## src/rtl/otp_ctrl_pkg.sv

```systemverilog
// Shared definitions for the OTP controller life cycle programming stage.
// Holds the life cycle multi-bit signal type, the sparse FSM encoding,
// the default ack timeout and small helper functions.
package otp_ctrl_pkg;

    localparam int unsigned LcProgTimeoutCycles = 4096;
    localparam int unsigned LcProgStateWidth    = 9;

    // Life cycle multi-bit boolean; anything other than Off counts as true.
    typedef enum logic [3:0] {
        On  = 4'b0101,
        Off = 4'b1010
    } lc_tx_t;

    // Sparse encoding, pairwise Hamming distance >= 5.
    typedef enum logic [LcProgStateWidth-1:0] {
        IdleSt  = 9'b000000000,
        ReqSt   = 9'b111110000,
        WaitSt  = 9'b110001110,
        AckSt   = 9'b001101101,
        ErrorSt = 9'b101011011
    } lc_prog_state_e;

    // Bits needed to hold values 0..value-1, at least one.
    function automatic int unsigned vbits(input int unsigned value);
        return (value <= 32'd1) ? 32'd1 : 32'($clog2(value));
    endfunction

    // Fail-safe test: any corrupted encoding is treated as asserted.
    function automatic logic lc_tx_test_true_loose(input logic [3:0] val);
        return val != Off;
    endfunction

endpackage

```

## src/rtl/prim_count.sv

```systemverilog
// Redundant saturating up-counter.
// An up-count and an independently maintained down-count (stored inverted)
// must always agree; any disagreement raises err_o one cycle later.
// Ports: clk_i/rst_i (sync, active high), clr_i (to zero), en_i (count),
//        cnt_o (current value), err_o (registered mismatch flag).
module prim_count #(
    parameter int unsigned       Width  = 4,
    parameter logic [Width-1:0]  MaxVal = {Width{1'b1}}
) (
    input  logic             clk_i,
    input  logic             rst_i,
    input  logic             clr_i,
    input  logic             en_i,
    output logic [Width-1:0] cnt_o,
    output logic             err_o
);

    logic [Width-1:0] cnt_q, cnt_d;
    logic [Width-1:0] inv_q, inv_d;

    // Up path counts from zero, inverted path counts down from all-ones.
    always_comb begin
        cnt_d = cnt_q;
        inv_d = inv_q;
        if (clr_i) begin
            cnt_d = '0;
            inv_d = '1;
        end else if (en_i) begin
            if (cnt_q != MaxVal) begin
                cnt_d = cnt_q + Width'(1);
            end
            if (inv_q != ~MaxVal) begin
                inv_d = inv_q - Width'(1);
            end
        end
    end

    always_ff @(posedge clk_i) begin
        if (rst_i) begin
            cnt_q <= '0;
            inv_q <= '1;
            err_o <= 1'b0;
        end else begin
            cnt_q <= cnt_d;
            inv_q <= inv_d;
            err_o <= (cnt_q != ~inv_q);
        end
    end

    assign cnt_o = cnt_q;

endmodule

```

## src/rtl/otp_ctrl_lc_prog_stage.sv

```systemverilog
// Life cycle programming front stage of the OTP controller.
// Accepts a four-phase program request from the life cycle controller,
// forwards the captured image to the LCI with a single-cycle request,
// waits (bounded) for the LCI completion pulse and answers with ack/err.
// Ports:
//   clk_i, rst_i          clock, synchronous active-high reset
//   lc_prog_req_i/data_i  program request and image from life cycle ctrl
//   lc_prog_ack_o/err_o   four-phase acknowledge and error flag
//   escalate_en_i         escalation (lc_tx_t, loose-true)
//   lci_req_o/data_o      request pulse and held image towards the LCI
//   lci_ack_i/err_i       completion pulse and error from the LCI
//   busy_o                not idle
//   timeout_err_o         sticky LCI ack timeout
//   fsm_err_o             one-cycle pulse on entering ErrorSt abnormally
module otp_ctrl_lc_prog_stage
    import otp_ctrl_pkg::*;
#(
    parameter int unsigned LcDataWidth   = 704,
    parameter int unsigned TimeoutCycles = LcProgTimeoutCycles
) (
    input  logic                   clk_i,
    input  logic                   rst_i,
    input  logic                   lc_prog_req_i,
    input  logic [LcDataWidth-1:0] lc_prog_data_i,
    output logic                   lc_prog_ack_o,
    output logic                   lc_prog_err_o,
    input  logic [3:0]             escalate_en_i,
    output logic                   lci_req_o,
    output logic [LcDataWidth-1:0] lci_data_o,
    input  logic                   lci_ack_i,
    input  logic                   lci_err_i,
    output logic                   busy_o,
    output logic                   timeout_err_o,
    output logic                   fsm_err_o
);

    localparam int unsigned          CntWidth = vbits(TimeoutCycles);
    localparam logic [CntWidth-1:0]  CntMax   = CntWidth'(TimeoutCycles - 1);

    lc_prog_state_e         state_q, state_d;
    logic [LcDataWidth-1:0] data_d;
    logic                   err_q, err_d;
    logic                   timeout_d;
    logic                   fsm_err_d;
    logic                   lci_req_d;
    logic                   ack_d;
    logic                   prog_err_d;
    logic                   busy_d;
    logic                   cnt_clr;
    logic                   cnt_en;
    logic [CntWidth-1:0]    cnt;
    logic                   cnt_err;
    logic                   esc_active;

    assign esc_active = lc_tx_test_true_loose(escalate_en_i);

    // Bounded wait for the LCI completion pulse.
    prim_count #(
        .Width  (CntWidth),
        .MaxVal (CntMax)
    ) u_timeout_cnt (
        .clk_i  (clk_i),
        .rst_i  (rst_i),
        .clr_i  (cnt_clr),
        .en_i   (cnt_en),
        .cnt_o  (cnt),
        .err_o  (cnt_err)
    );

    // Next state, captured data, error bookkeeping and next output values.
    always_comb begin
        state_d   = state_q;
        data_d    = lci_data_o;
        err_d     = err_q;
        timeout_d = timeout_err_o;
        fsm_err_d = 1'b0;
        cnt_clr   = 1'b0;
        cnt_en    = 1'b0;

        case (state_q)
            IdleSt: begin
                if (lc_prog_req_i && !lc_prog_ack_o) begin
                    data_d  = lc_prog_data_i;
                    cnt_clr = 1'b1;
                    state_d = ReqSt;
                end
            end
            ReqSt: begin
                state_d = WaitSt;
            end
            WaitSt: begin
                cnt_en = 1'b1;
                // A completion in the last allowed cycle still counts.
                if (lci_ack_i) begin
                    err_d   = lci_err_i;
                    state_d = AckSt;
                end else if (cnt == CntMax) begin
                    timeout_d = 1'b1;
                    err_d     = 1'b1;
                    state_d   = ErrorSt;
                end
            end
            AckSt: begin
                if (!lc_prog_req_i) begin
                    state_d = IdleSt;
                end
            end
            ErrorSt: begin
                state_d = ErrorSt;
            end
            default: begin
                state_d   = ErrorSt;
                fsm_err_d = 1'b1;
            end
        endcase

        // Escalation or a counter integrity fault pre-empts everything else.
        if (esc_active || cnt_err) begin
            state_d   = ErrorSt;
            data_d    = lci_data_o;
            err_d     = err_q;
            timeout_d = timeout_err_o;
            cnt_clr   = 1'b0;
            cnt_en    = 1'b0;
            fsm_err_d = (state_q != ErrorSt);
        end

        lci_req_d  = (state_d == ReqSt);
        ack_d      = (state_d == AckSt) || ((state_d == ErrorSt) && lc_prog_req_i);
        prog_err_d = (state_d == ErrorSt) || ((state_d == AckSt) && err_d);
        busy_d     = (state_d != IdleSt);
    end

    // State and registered outputs.
    always_ff @(posedge clk_i) begin
        if (rst_i) begin
            state_q       <= IdleSt;
            lci_data_o    <= '0;
            err_q         <= 1'b0;
            timeout_err_o <= 1'b0;
            fsm_err_o     <= 1'b0;
            lci_req_o     <= 1'b0;
            lc_prog_ack_o <= 1'b0;
            lc_prog_err_o <= 1'b0;
            busy_o        <= 1'b0;
        end else begin
            state_q       <= state_d;
            lci_data_o    <= data_d;
            err_q         <= err_d;
            timeout_err_o <= timeout_d;
            fsm_err_o     <= fsm_err_d;
            lci_req_o     <= lci_req_d;
            lc_prog_ack_o <= ack_d;
            lc_prog_err_o <= prog_err_d;
            busy_o        <= busy_d;
        end
    end

endmodule

```

## config.mk

```make
export PLATFORM = sky130hd
export DESIGN_NAME = otp_ctrl_lc_prog_stage
export DESIGN_NICKNAME = d
export VERILOG_FILES = /design/src/rtl/otp_ctrl_pkg.sv /design/src/rtl/prim_count.sv /design/src/rtl/otp_ctrl_lc_prog_stage.sv
export SDC_FILE = /design/constraint.sdc
export NUM_CORES = 1
export LEC_CHECK = 0
export ABC_AREA = 1
export BUFFER_PORTS_ARGS = -buffer_cell sky130_fd_sc_hd__buf_2
export CORE_AREA = 2 2 551 553
export CTS_CLUSTER_SIZE = 30
export DETAILED_ROUTE_END_ITERATION = 7
export DIE_AREA = 0 0 553 555
export GPL_TIMING_DRIVEN = 1
export SLEW_MARGIN = 40
export SYNTH_ARGS = -nofsm -noshare
export SYNTH_HDL_FRONTEND = slang
export SYNTH_SLANG_ARGS = --single-unit
```

## constraint.sdc

```tcl
create_clock -name clk_i -period 2.25 [get_ports clk_i]
set_input_delay 0.1125 -clock clk_i [delete_from_list [all_inputs] [get_ports clk_i]]
set_output_delay 0.1125 -clock clk_i [all_outputs]
set_load 0.005 [all_outputs]
```

==> reports/results.ini <==
[status]
status = finished clean

[setup_path]
r2r-end = lci_data_o[527]$_SDFFE_PP0P_
crit_type = reg2reg
cp_top_family = buffers and inverters
startpoint_type = flip-flop
cp_num_buf_inv = 4
r2r_start = state_q[2]$_SDFF_PP0_
slowest_stage = dfxtp_1
cp.required_ns = 2.89
ff2ff_path_depth = 10
rrSetupSlack_ns = 0.12
worstPathArrival_ns = 2.77
cpMostUsedCell = buf_12
path_cells = inv_1 > nand2_1 > nor2_1 > nand3_2 > inv_2 > nand2_8 > buf_12 > buf_12 > o21ai_0 > a21oi_1
critPathMaxFanout = 95
max_stage_delay_ns = 0.34
crit_path_end_kind = flip-flop

[synth]
synthTopCellsByCount = inv_1, dfxtp_1, a21oi_1
synth_xor_area_frac = 0.00705
synth_top_family_by_area = compound AO/OA/AOI/OAI gates
ys_types = 37
yosys.area_share.simple = 0.0308
syn_inst = 3397
synth-compound-area-share = 0.266
synthMuxAreaShare = 0
synth-async-reset-ratio = 0
synth_edf_count = 0
synthAdderAreaFrac = 0.000916
yosysMostFrequentCell = inv_1
synth_nets = 4112
synth_top_area_frac = 0.546
ys.flop_type = dfxtp_1
synth_area_leaders = dfxtp_1, a21oi_1, o21ai_0
synth_top_cell_by_area = dfxtp_1
yosys_warnings = 0
seq_area_frac_synth = 0.546
synthesis.area_um2 = 27300
synth_area_per_cell_um2 = 8.04
yosys_register_bits = 745

[worst_hold_path]
hold_end = state_q[5]$_SDFF_PP0_
worstHoldStart = escalate_en_i[3]
holdCritPathClass = in2reg
worstHoldPathCells = 7

[timing]
skew_ns = 0.0363
worst_pin_slew_ns = 0.571
setup_tns_ns = 0
slew_headroom = 0.619
fin_crit_sh = 0.948
setup_viol = 0
period_minus_slack_ns = 2.13
hold_viol = 0
fmax_mhz = 469
rsz0062_at_grt = yes
drv_slew = 0

[layout]
post-route-util = 0.164
syn2layout_area_growth_pct = 80.6
fill_cells = 34100
num-nets-final = 6187
drive_above_1_share = 0.301

[global_route]
overflow = 0
grt_pass1_wl_mm = 288
grt_pass1_vias = 30500
grtUsageTotal = 0.141
grt_max_degree = 120
antenna_found_initial = 115

[power]
power_density_nw_per_um2 = 626
p_int_mw = 23.3
netSwitchingPower_mw = 7.55
vdd.ir_drop.worst_v = 0.000523
power_frac_seq = 0.428
leakage_nw = 20.4
swShare = 0.244
power_mw = 30.9
pwr-share-clk = 0.487
pwr-share-comb = 0.085

[clocking]
numCtsBuffers = 95
cts.clk_slew.worst_paths_ns = 0.06
htreeDepth = 3
clockRootBuffer = clkbuf_16
clockBufferDepth = 4
cts_tree = done
clock_sinks = 745
clock_latency_ns = 0.79

[run]
maxCapViolations = 0

[route]
dr.pass1.iters = 6
wl_per_cell_um = 23.8
drt_iter0_markers = 2541
vias = 31900
routed_via_density = 3.33
wl_mm = 227
route.detailed.drc = 0
drtAntennaViolNets = 0

[die]
initial_utilization = 0.0907
ios = 1423
die_y_um = 555
std_cell_rows = 202
die_w_um = 553
core_area_um2 = 301000
die_area_um2 = 307000

[placed_design]
io_buffer_count = 1422
dp_hpwl_mm = 193
place_congestion = 0.938

-- metrics by stage --
step / worst slack [ns] / cells / hold WS [ns] / instance area, um^2
finish: 0.117 / 9560 / 0.0978 / 49300
global route: -0.0262 / 9546 / 0.0654 / 49300
CTS: 0.0753 / 9516 / 0.0308 / 49200
detailed placement: 0.194 / 8634 / 0.382 / 39000
global placement: 0.216 / 8634 / 0.373 / 39000
floorplan: 0.655 / 3397 / 0.261 / 27300
-- worst reg2reg max path, delay by kind of cell, from the launching register on --
| kind | cells | cell delay [ns] |
|---|---|---|
| buffers and inverters | 4 | 0.82 |
| DFF | 1 | 0.34 |
| AOI/OAI and AO/OA | 2 | 0.36 |
| and+or+nand+nor | 4 | 0.49 |
-- metal layers --
layer | wire length, um | vias up | GRT usage | part of all wire
met1 | 74600 | 14600 | 0.134 | 0.33
met5 | 310 | - | 0 | 0.0014
met2 | 103000 | 1694 | 0.228 | 0.45
met4 | 10900 | 46 | 0.0620 | 0.048
met3 | 38700 | 418 | 0.104 | 0.17
li1 | - | 15100 | - | -
-- power by group through the flow --
stage	clock [mW]	combinational [mW]	sequential, mW
2_1_floorplan	0	0.425	13.5
3_3_place_gp	0	1.41	13.5
3_5_place_dp	0	1.41	13.5
4_1_cts	15.5	2.65	13.2
5_1_grt	15.9	2.82	13.2
6_report	15.0	2.64	13.2
-- kinds of logic (layout without fill, tap and decap cells) --
| logic type | after synthesis | count (layout) |
|---|---|---|
| buf+inv | 992 | 3135 |
| xor+xnor | 22 | 22 |
| fa+ha+maj | 2 | 2 |
| compound gates | 1449 | 1449 |
| flops | 745 | 745 |
| simple gates | 187 | 187 |
| other cells | 0 | 42 |
-- final cells by class --
class / count / area, um^2 / area share
well taps: 3978 / 4980 / 0.101
diodes: 42 / 105 / 0.00213
clock buffers: 132 / 2770 / 0.0561
multi-input cells: 1660 / 8360 / 0.169
flip-flops and latches: 745 / 14900 / 0.302
clock inverters: 33 / 236 / 0.00479
inverters: 756 / 2850 / 0.0577
repair buffers: 2214 / 15100 / 0.307
-- state kept, by name (all words and copies together), names as in the netlist --
name                 count
u_timeout_cnt.cnt_o     12
timeout_err_o            1
u_timeout_cnt.inv_q     12
u_timeout_cnt.err_o      1
lc_prog_err_o            1
lci_data_o             704
state_q                  9
err_q                    1
busy_o                   1
lci_req_o                1
lc_prog_ack_o            1
fsm_err_o                1
-- worst max path at each step --
stage	start	to	slack [ns]	cells after the start
finish	state_q[2]$_SDFF_PP0_	lci_data_o[527]$_SDFFE_PP0P_	0.12	10
global placement	state_q[2]$_SDFF_PP0_	lci_data_o[284]$_SDFFE_PP0P_	0.22	10
floorplan	u_timeout_cnt.inv_q[0]$_SDFFE_PP1P_	u_timeout_cnt.inv_q[9]$_SDFFE_PP1P_	0.66	10
global route	state_q[2]$_SDFF_PP0_	state_q[2]$_SDFF_PP0_	-0.03	10
CTS	u_timeout_cnt.err_o$_SDFF_PP0_	timeout_err_o$_SDFFE_PP0P_	0.08	8
detailed placement	state_q[2]$_SDFF_PP0_	lci_data_o[284]$_SDFFE_PP0P_	0.19	10
-- layout by cell type (no fill, tap or decap), types with 2 or more instances in the layout --
master	instances
inv_2	6
clkinvlp_4	6
clkbuf_16	98
inv_8	3
nand3_1	29
buf_4	53
nand3b_1	3
buf_6	2
o211ai_1	3
nor3_1	9
nand2_1	74
nand4_1	4
diode_2	42
clkinv_2	19
inv_6	3
dfxtp_1	745
dlygate4sd3_1	715
ha_1	2
o21ai_0	600
clkinv_4	2
nand2_2	2
nor4_1	4
buf_12	19
xor2_1	3
inv_1	748
a21oi_1	722
clkbuf_1	14
buf_2	1422
nor2_1	50
nand3_2	3
o21ai_1	118
clkbuf_8	21
nor2_2	2
xnor2_1	19
-- timing repair --
item | CTS | global route
hold buffers | 717 | 0
gates resized for setup | 0 | 8
buffers inserted | 0 | 2
endpoints found under the setup margin | 0 | 4
hold endpoints to repair | 723 | 0
Power figures use the tool's default switching activity.
